--- src/rtl/mem_access_pkg.sv ---
// Shared encodings for the data-memory access sequencer: access sizes, FSM states,
// the alignment rule and the width of the optional WAIT timeout counter.
package mem_access_pkg;

    localparam logic [1:0] SIZE_B = 2'b00;
    localparam logic [1:0] SIZE_H = 2'b01;
    localparam logic [1:0] SIZE_W = 2'b10;

    localparam int CNT_W = 8;

    typedef enum logic [1:0] {
        ST_IDLE  = 2'd0,
        ST_ISSUE = 2'd1,
        ST_WAIT  = 2'd2,
        ST_RESP  = 2'd3
    } state_t;

    // Size 2'b11 falls into the word rule.
    function automatic logic is_misaligned(input logic [1:0] size, input logic [1:0] offset);
        logic bad;
        case (size)
            SIZE_B:  bad = 1'b0;
            SIZE_H:  bad = offset[0];
            default: bad = |offset;
        endcase
        return bad;
    endfunction

endpackage

--- src/rtl/mem_store_align.sv ---
// Combinational store lane alignment: byte enables from size/offset and
// lane-replicated write data. Loads never assert byte enables.
module mem_store_align
    import mem_access_pkg::*;
(
    input  logic        i_we,
    input  logic [1:0]  i_size,
    input  logic [1:0]  i_offset,
    input  logic [31:0] i_wdata,
    output logic [3:0]  o_wbe,
    output logic [31:0] o_wdata
);

    always_comb begin
        o_wbe   = 4'b1111;
        o_wdata = i_wdata;
        case (i_size)
            SIZE_B: begin
                o_wbe   = 4'b0001 << i_offset;
                o_wdata = {4{i_wdata[7:0]}};
            end
            SIZE_H: begin
                o_wbe   = 4'b0011 << i_offset;
                o_wdata = {2{i_wdata[15:0]}};
            end
            default: begin
                o_wbe   = 4'b1111;
                o_wdata = i_wdata;
            end
        endcase
        if (!i_we) begin
            o_wbe = 4'b0000;
        end
    end

endmodule

--- src/rtl/mem_access_unit.sv ---
// Load/store sequencer between execute and data memory (IDLE/ISSUE/WAIT/RESP).
// Define MEM_ACCESS_TIMEOUT_EN to bound the WAIT state to TIMEOUT cycles.
module mem_access_unit
    import mem_access_pkg::*;
#(
    parameter int TAG_W   = 5,
    parameter int TIMEOUT = 64
) (
    input  logic             clk,
    input  logic             rst_n,
    input  logic             i_req_valid,
    output logic             o_req_ready,
    input  logic             i_req_we,
    input  logic [1:0]       i_req_size,
    input  logic [31:0]      i_req_addr,
    input  logic [31:0]      i_req_wdata,
    input  logic [TAG_W-1:0] i_req_tag,
    output logic             o_mem_valid,
    input  logic             i_mem_ready,
    output logic             o_mem_we,
    output logic [31:0]      o_mem_addr,
    output logic [3:0]       o_mem_wbe,
    output logic [31:0]      o_mem_wdata,
    input  logic             i_mem_rvalid,
    input  logic [31:0]      i_mem_rdata,
    output logic             o_rsp_valid,
    output logic [31:0]      o_rsp_rdata,
    output logic [1:0]       o_rsp_offset,
    output logic [1:0]       o_rsp_size,
    output logic [TAG_W-1:0] o_rsp_tag,
    output logic             o_rsp_err
);

    if (TIMEOUT < 2) begin : g_timeout_check
        $error("mem_access_unit: TIMEOUT must be at least 2");
    end

    state_t           r_state;
    logic             r_req_ready;
    logic             r_mem_valid;
    logic             r_we;
    logic [1:0]       r_size;
    logic [31:0]      r_addr;
    logic [31:0]      r_wdata;
    logic [TAG_W-1:0] r_tag;
    logic             r_rsp_valid;
    logic [31:0]      r_rsp_rdata;
    logic [1:0]       r_rsp_offset;
    logic [1:0]       r_rsp_size;
    logic [TAG_W-1:0] r_rsp_tag;
    logic             r_rsp_err;

`ifdef MEM_ACCESS_TIMEOUT_EN
    localparam logic [CNT_W-1:0] TERM = CNT_W'(TIMEOUT - 1);
    logic [CNT_W-1:0] r_cnt;
`endif

    mem_store_align u_align (
        .i_we     (r_we),
        .i_size   (r_size),
        .i_offset (r_addr[1:0]),
        .i_wdata  (r_wdata),
        .o_wbe    (o_mem_wbe),
        .o_wdata  (o_mem_wdata)
    );

    assign o_req_ready  = r_req_ready;
    assign o_mem_valid  = r_mem_valid;
    assign o_mem_we     = r_we;
    assign o_mem_addr   = {r_addr[31:2], 2'b00};
    assign o_rsp_valid  = r_rsp_valid;
    assign o_rsp_rdata  = r_rsp_rdata;
    assign o_rsp_offset = r_rsp_offset;
    assign o_rsp_size   = r_rsp_size;
    assign o_rsp_tag    = r_rsp_tag;
    assign o_rsp_err    = r_rsp_err;

    always_ff @(posedge clk or negedge rst_n) begin
        if (!rst_n) begin
            r_state      <= ST_IDLE;
            r_req_ready  <= 1'b0;
            r_mem_valid  <= 1'b0;
            r_we         <= 1'b0;
            r_size       <= 2'b00;
            r_addr       <= '0;
            r_wdata      <= '0;
            r_tag        <= '0;
            r_rsp_valid  <= 1'b0;
            r_rsp_rdata  <= '0;
            r_rsp_offset <= 2'b00;
            r_rsp_size   <= 2'b00;
            r_rsp_tag    <= '0;
            r_rsp_err    <= 1'b0;
`ifdef MEM_ACCESS_TIMEOUT_EN
            r_cnt        <= '0;
`endif
        end else begin
            case (r_state)
                ST_IDLE: begin
                    r_req_ready <= 1'b1;
                    // req_ready is itself a register, so nothing is taken the cycle after reset.
                    if (i_req_valid && r_req_ready) begin
                        r_req_ready <= 1'b0;
                        r_we        <= i_req_we;
                        r_size      <= i_req_size;
                        r_addr      <= i_req_addr;
                        r_wdata     <= i_req_wdata;
                        r_tag       <= i_req_tag;
                        if (is_misaligned(i_req_size, i_req_addr[1:0])) begin
                            r_state      <= ST_RESP;
                            r_rsp_valid  <= 1'b1;
                            r_rsp_rdata  <= '0;
                            r_rsp_offset <= i_req_addr[1:0];
                            r_rsp_size   <= i_req_size;
                            r_rsp_tag    <= i_req_tag;
                            r_rsp_err    <= 1'b1;
                        end else begin
                            r_state     <= ST_ISSUE;
                            r_mem_valid <= 1'b1;
                        end
                    end
                end
                ST_ISSUE: begin
                    if (i_mem_ready) begin
                        r_mem_valid <= 1'b0;
                        if (r_we) begin
                            r_state      <= ST_RESP;
                            r_rsp_valid  <= 1'b1;
                            r_rsp_rdata  <= '0;
                            r_rsp_offset <= r_addr[1:0];
                            r_rsp_size   <= r_size;
                            r_rsp_tag    <= r_tag;
                            r_rsp_err    <= 1'b0;
                        end else begin
                            r_state <= ST_WAIT;
`ifdef MEM_ACCESS_TIMEOUT_EN
                            r_cnt   <= '0;
`endif
                        end
                    end
                end
                ST_WAIT: begin
                    // Read data takes priority over a timeout landing in the same cycle.
                    if (i_mem_rvalid) begin
                        r_state      <= ST_RESP;
                        r_rsp_valid  <= 1'b1;
                        r_rsp_rdata  <= i_mem_rdata;
                        r_rsp_offset <= r_addr[1:0];
                        r_rsp_size   <= r_size;
                        r_rsp_tag    <= r_tag;
                        r_rsp_err    <= 1'b0;
                    end
`ifdef MEM_ACCESS_TIMEOUT_EN
                    else if (r_cnt == TERM) begin
                        r_state      <= ST_RESP;
                        r_rsp_valid  <= 1'b1;
                        r_rsp_rdata  <= '0;
                        r_rsp_offset <= r_addr[1:0];
                        r_rsp_size   <= r_size;
                        r_rsp_tag    <= r_tag;
                        r_rsp_err    <= 1'b1;
                    end else begin
                        r_cnt <= r_cnt + 1'b1;
                    end
`endif
                end
                ST_RESP: begin
                    r_state     <= ST_IDLE;
                    r_rsp_valid <= 1'b0;
                    r_req_ready <= 1'b1;
                end
                default: begin
                    r_state     <= ST_IDLE;
                    r_mem_valid <= 1'b0;
                    r_rsp_valid <= 1'b0;
                end
            endcase
        end
    end

endmodule

--- config.mk ---
export PLATFORM = sky130hd
export DESIGN_NAME = mem_access_unit
export DESIGN_NICKNAME = d
export VERILOG_FILES = /design/src/rtl/mem_access_pkg.sv /design/src/rtl/mem_store_align.sv /design/src/rtl/mem_access_unit.sv
export SDC_FILE = /design/constraint.sdc
export NUM_CORES = 1
export LEC_CHECK = 0
export BUFFER_PORTS_ARGS = -buffer_cell sky130_fd_sc_hd__buf_2
export CORE_MARGIN = 4
export CORE_UTILIZATION = 44
export CTS_CLUSTER_DIAMETER = 30
export CTS_CLUSTER_SIZE = 24
export DETAILED_ROUTE_END_ITERATION = 7
export PLACE_DENSITY = 0.75
export SETUP_SLACK_MARGIN = 0.4
export SLEW_MARGIN = 0
export SYNTH_ARGS = -nofsm -noshare
export SYNTH_HDL_FRONTEND = slang
export SYNTH_SLANG_ARGS = --single-unit
--- constraint.sdc ---
create_clock -name clk -period 1.9 [get_ports clk]
set_input_delay 0.38 -clock clk [delete_from_list [all_inputs] [get_ports clk]]
set_output_delay 0.38 -clock clk [all_outputs]
set_load 0.005 [all_outputs]
==> results of run 1 <==
==> sequential cells by signal, indices dropped and copies added, names as in the netlist <==
name          cells
r_state           2
o_rsp_err         1
r_wdata          32
o_mem_we          1
o_rsp_size        2
r_tag             5
o_rsp_rdata      32
o_req_ready       1
r_addr           32
r_size            2
o_rsp_tag         5
o_rsp_offset      2
o_rsp_valid       1
o_mem_valid       1
==> cell families after synthesis <==
logic type / share of synthesized area
adders and majority gates: 0.00889
DFF: 0.529
AOI/OAI and AO/OA: 0.0309
and+or+nand+nor: 0.0424
buffers and inverters: 0.0964
muxes: 0.292
other: 0.000666
==> stage by stage <==
step                      total power [W]  setup TNS, ns  utilization  instance area (sq um)
after floorplan                   0.00861              0            -                   5700
after global placement             0.0101         -0.268        0.537                   6750
after detailed placement           0.0103          -1.50        0.537                   6750
after CTS                          0.0168         -0.543        0.664                   8350
after global routing               0.0183          -6.22        0.683                   8580
final                              0.0174          -1.94        0.683                   8580
==> cell type report <==
type | instances | share of cell area
Tap cell | 172 | 0.0251
Sequential cell | 119 | 0.347
Clock inverter | 7 | 0.0160
Antenna cell | 1 | 0.000292
Multi-Input combinational cell | 237 | 0.294
Timing Repair Buffer | 276 | 0.240
Inverter | 38 | 0.0169
Clock buffer | 25 | 0.0600
==> per-layer routing <==
| metal | vias to the layer above | GRT usage | wire length [um] |
|---|---|---|---|
| met4 | 0 | 0.102 | 454 |
| met5 | - | 0 | 0 |
| met2 | 163 | 0.372 | 8260 |
| li1 | 1957 | - | - |
| met3 | 34 | 0.0490 | 894 |
| met1 | 2111 | 0.252 | 6410 |
==> where the power goes <==
part	switching, W	total (W)	leakage [nW]	internal, W
registers	0.000762	0.00441	1.46	0.00365
clock network	0.00110	0.00350	0.320	0.00240
logic	0.00362	0.00952	2.83	0.00590
total	0.00548	0.0174	4.61	0.0119
==> repair_timing <==
action	in CTS	in global routing
buffers inserted	20	8
pin swaps	6	5
hold endpoints to repair	0	0
gates resized for setup	103	37
gates cloned	13	1
setup endpoints to repair	146	147
==> critical path, delay by kind of cell, from the launching register on <==
kind | cells | cell delay, ns
AOI/OAI and AO/OA | 1 | 0.32
adders and majority gates | 1 | 0.18
buffers and inverters | 3 | 0.45
DFF | 1 | 0.46
muxes | 1 | 0.14
and+or+nand+nor | 2 | 0.30
==> worst paths after layout <==
kind | endpoint | slack, ns | depth (start not counted)
setup reg to reg | o_rsp_rdata[3] | -0.07 | 8
hold / removal | r_addr[11] | 0.07 | 2
min in group clk | r_wdata[12] | 0.21 | 2
setup / recovery | o_rsp_rdata[3] | -0.07 | 8
hold reg to reg | r_addr[27] | 0.50 | 1
max in group asynchronous | r_state[0] | 1.35 | 2
==> cells in the mapped netlist (all sizes together), types with 3 or more instances <==
master	instances
a21oi	3
ha	4
o21ai	12
buf	54
nor2b	3
dfrtp	119
mux2i	41
nand3	4
o21a	4
nand2	42
nor2	5
clkbuf	7
mux2	107
inv	38
==> cell usage in the layout, fill, tap and decap left out, drive strengths merged <==
master / Yosys / final
buf: 54 / 275
dfrtp: 119 / 119
mux2: 107 / 107
nand2: 42 / 42
mux2i: 41 / 41
inv: 38 / 38
clkbuf: 7 / 26
o21ai: 12 / 12
nor2: 5 / 5
o21a: 4 / 4
bufinv: 0 / 4
nand3: 4 / 4
ha: 4 / 4
nor2b: 3 / 3
a21oi: 3 / 3
conb: 1 / 2
clkinv: 0 / 2
diode: 0 / 1
a2111oi: 1 / 1
a211oi: 1 / 1
o22a: 1 / 1
o22ai: 1 / 1
nand2b: 1 / 1
nor3: 1 / 1
o21bai: 1 / 1
nor3b: 1 / 1
a21boi: 1 / 1
a311o: 1 / 1
clkinvlp: 0 / 1
==> reports/metrics.cfg, run 1 <==
[cells_and_area]
area_growth_pct = 52.4
drive_gt1_frac = 0.620
final_nets = 802
seqCellArea_sq_um = 2980
multi_input_area_sq_um = 2520
nFillCells = 862
fin_cells = 875

[worst_setup_path]
startpoint = r_state[0]
required_ns = 2.18
path_cells = ha_4, nor2b_4, a211oi_4, nand3_4, buf_8, buf_12, buf_16, mux2i_2
slowest_stage = dfrtp_2
critPathKind = reg2reg
start_kind = flop
cp.arrival_ns = 2.25
end_kind = flop
critPathMaxStageDelay_ns = 0.46
reg2reg_from = r_state[0]
crit_fanout = 5

[floorplanning]
start_util = 0.448
die_w_um = 121
die_h_um = 121
die-area_sq_um = 14700
rows = 41
num_io_pins = 223
core_sq_um = 12600

[detailed_routing]
firstDrtPassIters = 4
avgRoutedWirePerCell_um = 18.3
ant_nets = 0
drt-vias-per-instance = 4.87
drc = 0
num_vias = 4265
totalWireLength_um = 16000
drt_iter0_drc = 244

[sta]
slew_viol_final = 0
holdWs_ns = 0.0748
rsz0062_at_grt = yes
skew_ns = 0.00626
tightestPinTransition_ns = 0.631
period_share = 1.04
setup_ws_ns = -0.0705
period_needed_ns = 1.97
hold_violations = 0
setup_viol = 62
relSlewSlack = 0.579
max_freq_mhz = 507

[cts]
clock_sinks = 119
clk_latency_ns = 0.41
numCtsBuffers = 17
cts_tree = done
cts_max_path_buffers = 2
htree_levels = 4
clkTransAtPathRegs_ns = 0.05
root_buffer = clkbuf_16
postCtsHoldBufs = 0

[synthesis]
synthFlopType = dfrtp_1
yosysTopAreaCell = dfrtp_1
yosys_warnings = 0
synth_area_sq_um = 5630
synthTopCellsByArea = dfrtp_1 (53%), mux2_2 (20%), mux2i_1 (7.3%), buf_4 (5.3%), nand2_1 (2.8%)
netlist_instances = 454
synth-seq-cells = 119
synth_cell_type_count = 30
synth-edff-count = 0
synth.avg_cell_area_sq_um = 12.4
ys_seq_area_frac = 0.529
async_reset_ff_frac = 1.00
synth_top_cell_area_share = 0.529

[power_and_ir_drop]
power.leakage_nw = 4.61
vdd_drop_max_mv = 0.968
power.density_nw_per_um2 = 2030

[grt]
grt_pass1_wl_um = 24000
grt_pass1_vias = 4618
antenna_found_initial = 1
grtUsageTotal = 0.215
grt_max_degree = 120
grt.overflow.total = 0

[flow_run]
cap_violations = 0

[placed_design]
place_inst = 800
hpwlAfterDp_um = 9340
io_buffers = 220
gp_congestion = 0.849
pre_cts_slack_ns = -0.158

[run_status]
violations = setup timing
status = finished, violations left

[worst_hold_path]
hold_path.class = in2async

(Power assumes the default switching activity.)
==> run 2: changes to the inputs <==
--- a/config.mk
+++ b/config.mk
@@ -5,7 +5,7 @@
 export SDC_FILE = /design/constraint.sdc
 export NUM_CORES = 1
 export LEC_CHECK = 0
-export BUFFER_PORTS_ARGS = -buffer_cell sky130_fd_sc_hd__buf_2
+export BUFFER_PORTS_ARGS = -buffer_cell sky130_fd_sc_hd__clkbuf_2
 export CORE_MARGIN = 4
 export CORE_UTILIZATION = 44
 export CTS_CLUSTER_DIAMETER = 30
==> run 2 against run 1 <==
  * Clock power shrank 11%
  * Die area is the same
  * Sequential share of layout area grew 0.71 points
  * Final cell count shrank 0.11%
  * Clock-buffer cell count shrank 3
  * Wire length shrank 5.1%
  * The flow still finishes with violations (setup timing)
  * Utilization shrank 1.3 points
  * Critical path depth shrank 5
  * Maximum frequency grew 1.7%
  * Critical endpoint is now o_mem_wdata[20]
  * Highest routed layer unchanged
  * Largest cell class unchanged
  * Register-to-register slack gained 0.17 ns
==> reports/metrics.cfg, run 2 (synthesized netlist as in run 1, its figures left out) <==
[floorplanning]
num_io_pins = 223  ; unchanged
core_sq_um = 12600  ; unchanged
die_w_um = 121  ; unchanged
die_h_um = 121  ; unchanged
rows = 41  ; unchanged
start_util = 0.448  ; unchanged
die-area_sq_um = 14700  ; unchanged

[detailed_routing]
ant_nets = 0  ; unchanged
m1WireLength_um = 6240  ; -2.7%
totalWireLength_um = 15200  ; -5.1%
avgRoutedWirePerCell_um = 17.4  ; -5.0%
drc = 0  ; unchanged
drt_iter0_drc = 160  ; -34%
routed.top_layer = met4
wl_met3_um = 784  ; -12%
firstDrtPassIters = 4  ; unchanged
num_vias = 4255  ; -0.23%
met2WireLength_um = 7780  ; -5.8%
drt-vias-per-instance = 4.87  ; -0.12%

[sta]
max_freq_mhz = 516  ; +1.7%
rsz0062_at_grt = yes
period_share = 1.02  ; -0.0173
setup_ws_ns = -0.0377  ; +0.0328 ns
hold_violations = 0  ; unchanged
setup_viol = 14  ; -77%
period_needed_ns = 1.94  ; -0.0328 ns
slew_viol_final = 0  ; unchanged
holdWs_ns = 0.191  ; +0.116 ns
skew_ns = 0.00658  ; +0.000314 ns

[cells_and_area]
diodes = 0  ; -1
post-route-util = 0.670  ; -0.0133
drive_gt1_frac = 0.615  ; -0.00427
area_growth_pct = 49.4
layout_common_cells = clkbuf_2 (219), dfrtp_1 (116), mux2_4 (84)
final_common_cell = clkbuf_2
final_nets = 803  ; +0.12%

[grt]
grtUsageTotal = 0.205  ; -0.00945
grt_pass1_wl_um = 23300  ; -3.0%
grt_pass1_vias = 4518  ; -2.2%
grt.overflow.total = 0  ; unchanged
antenna_found_initial = 0  ; -1
grt_max_degree = 47  ; -61%

[worst_setup_path]
cp.depth = 3  ; -5
required_ns = 1.52  ; -0.66 ns
critPathMaxStageDelay_ns = 0.39  ; -0.07 ns
end_kind = primary output
path_delay_family = flip-flops
crit_fanout = 18  ; +13
start_kind = flop
slowest_stage = dfrtp_1
critPathBufInv = 2  ; -1
reg2reg_from = r_state[1]
critPathKind = reg2out
r2r_cells = 8  ; unchanged
startpoint = r_size[1]
cp.arrival_ns = 1.56  ; -0.69 ns
path_cells = buf_4, mux2_2, clkbuf_2

[worst_hold_path]
hold_depth = 3
hold_path.class = in2reg
hp-start = i_mem_rdata[25]

[placed_design]
io_buffers = 220  ; unchanged
hpwlAfterDp_um = 9730  ; +4.2%
pre_cts_slack_ns = -0.0732  ; +0.0849 ns
gp_congestion = 0.863  ; +1.6%

[run_status]
status = finished, violations left
violations = setup timing

[cts]
clock_sinks = 119  ; unchanged
htree_levels = 4  ; unchanged
clkTransAtPathRegs_ns = 0.05  ; about the same
cts_tree = done
clk_latency_ns = 0.41  ; about the same
numCtsBuffers = 17  ; unchanged
cts_max_path_buffers = 2  ; unchanged
root_buffer = clkbuf_16

[power_and_ir_drop]
vdd_drop_max_mv = 0.880  ; -9.0%
power.leakage_nw = 4.57  ; -0.81%
total_power_w = 0.0161  ; -7.6%
power.density_nw_per_um2 = 1910  ; -5.8%

[flow_run]
cap_violations = 0  ; unchanged

run 2: changes by cell type in the layout (fill, tap and decap cells not counted), moves of 5 or more:
cell,before,now
buf_2,211,0
o21ai_1,1,7
clkbuf_2,0,219
buf_6,24,18
buf_16,13,8
run 2: per-layer routing:
layer | vias up | global-route usage
li1 | 1960 | -
met1 | 2117 | 0.253
met2 | 151 | 0.341
met3 | 27 | 0.0480
met4 | 0 | 0.0959
met5 | - | 0
run 2: timing repair:
item | in CTS | in global routing
hold buffers | 1 | 0
pin swaps | 6 | 2
endpoints found under the setup margin | 145 | 146
buffers inserted | 22 | 6
gates resized for setup | 123 | 13
endpoints found under the hold margin | 28 | 0
cloned | 9 | 2
run 2: path summary, 6_finish.rpt:
check | to | slack (ns)
min in group asynchronous | r_addr[18] | 0.47
worst max register to register | r_addr[9] | 0.10
worst min-delay path | o_rsp_rdata[25] | 0.19
worst min register to register | r_addr[23] | 0.51
worst max-delay path | o_mem_wdata[20] | -0.04
max in group asynchronous | o_mem_we | 0.83
run 2: tightest hold or removal path: stages:
cell      delay, ns
clkbuf_2       0.08
nand2_1        0.04
mux2i_1        0.05
run 2: stage by stage:
| stage | cell area (sq um) | TNS (ns) | std cells |
|---|---|---|---|
| floorplan | 5700 | 0 | 455 |
| global placement | 6780 | 0 | 803 |
| detailed placement | 6780 | -0.478 | 803 |
| CTS | 8270 | -0.234 | 866 |
| global route | 8420 | -1.28 | 874 |
| finish | 8420 | -0.251 | 874 |
run 2: cell type report:
cell class	count	area (sq um)
inverters	38	145
multi-input cells	238	2550
repair buffers	276	1950
clock inverters	9	100
clock buffers	22	474
flip-flops and latches	119	2980
fillers	875	4150
well taps	172	215
run 2: where the power goes:
part	switching (W)	internal (W)	total, W
Combinational	0.00331	0.00523	0.00854
Clock	0.00109	0.00201	0.00310
Sequential	0.000810	0.00365	0.00446
Total	0.00520	0.0109	0.0161
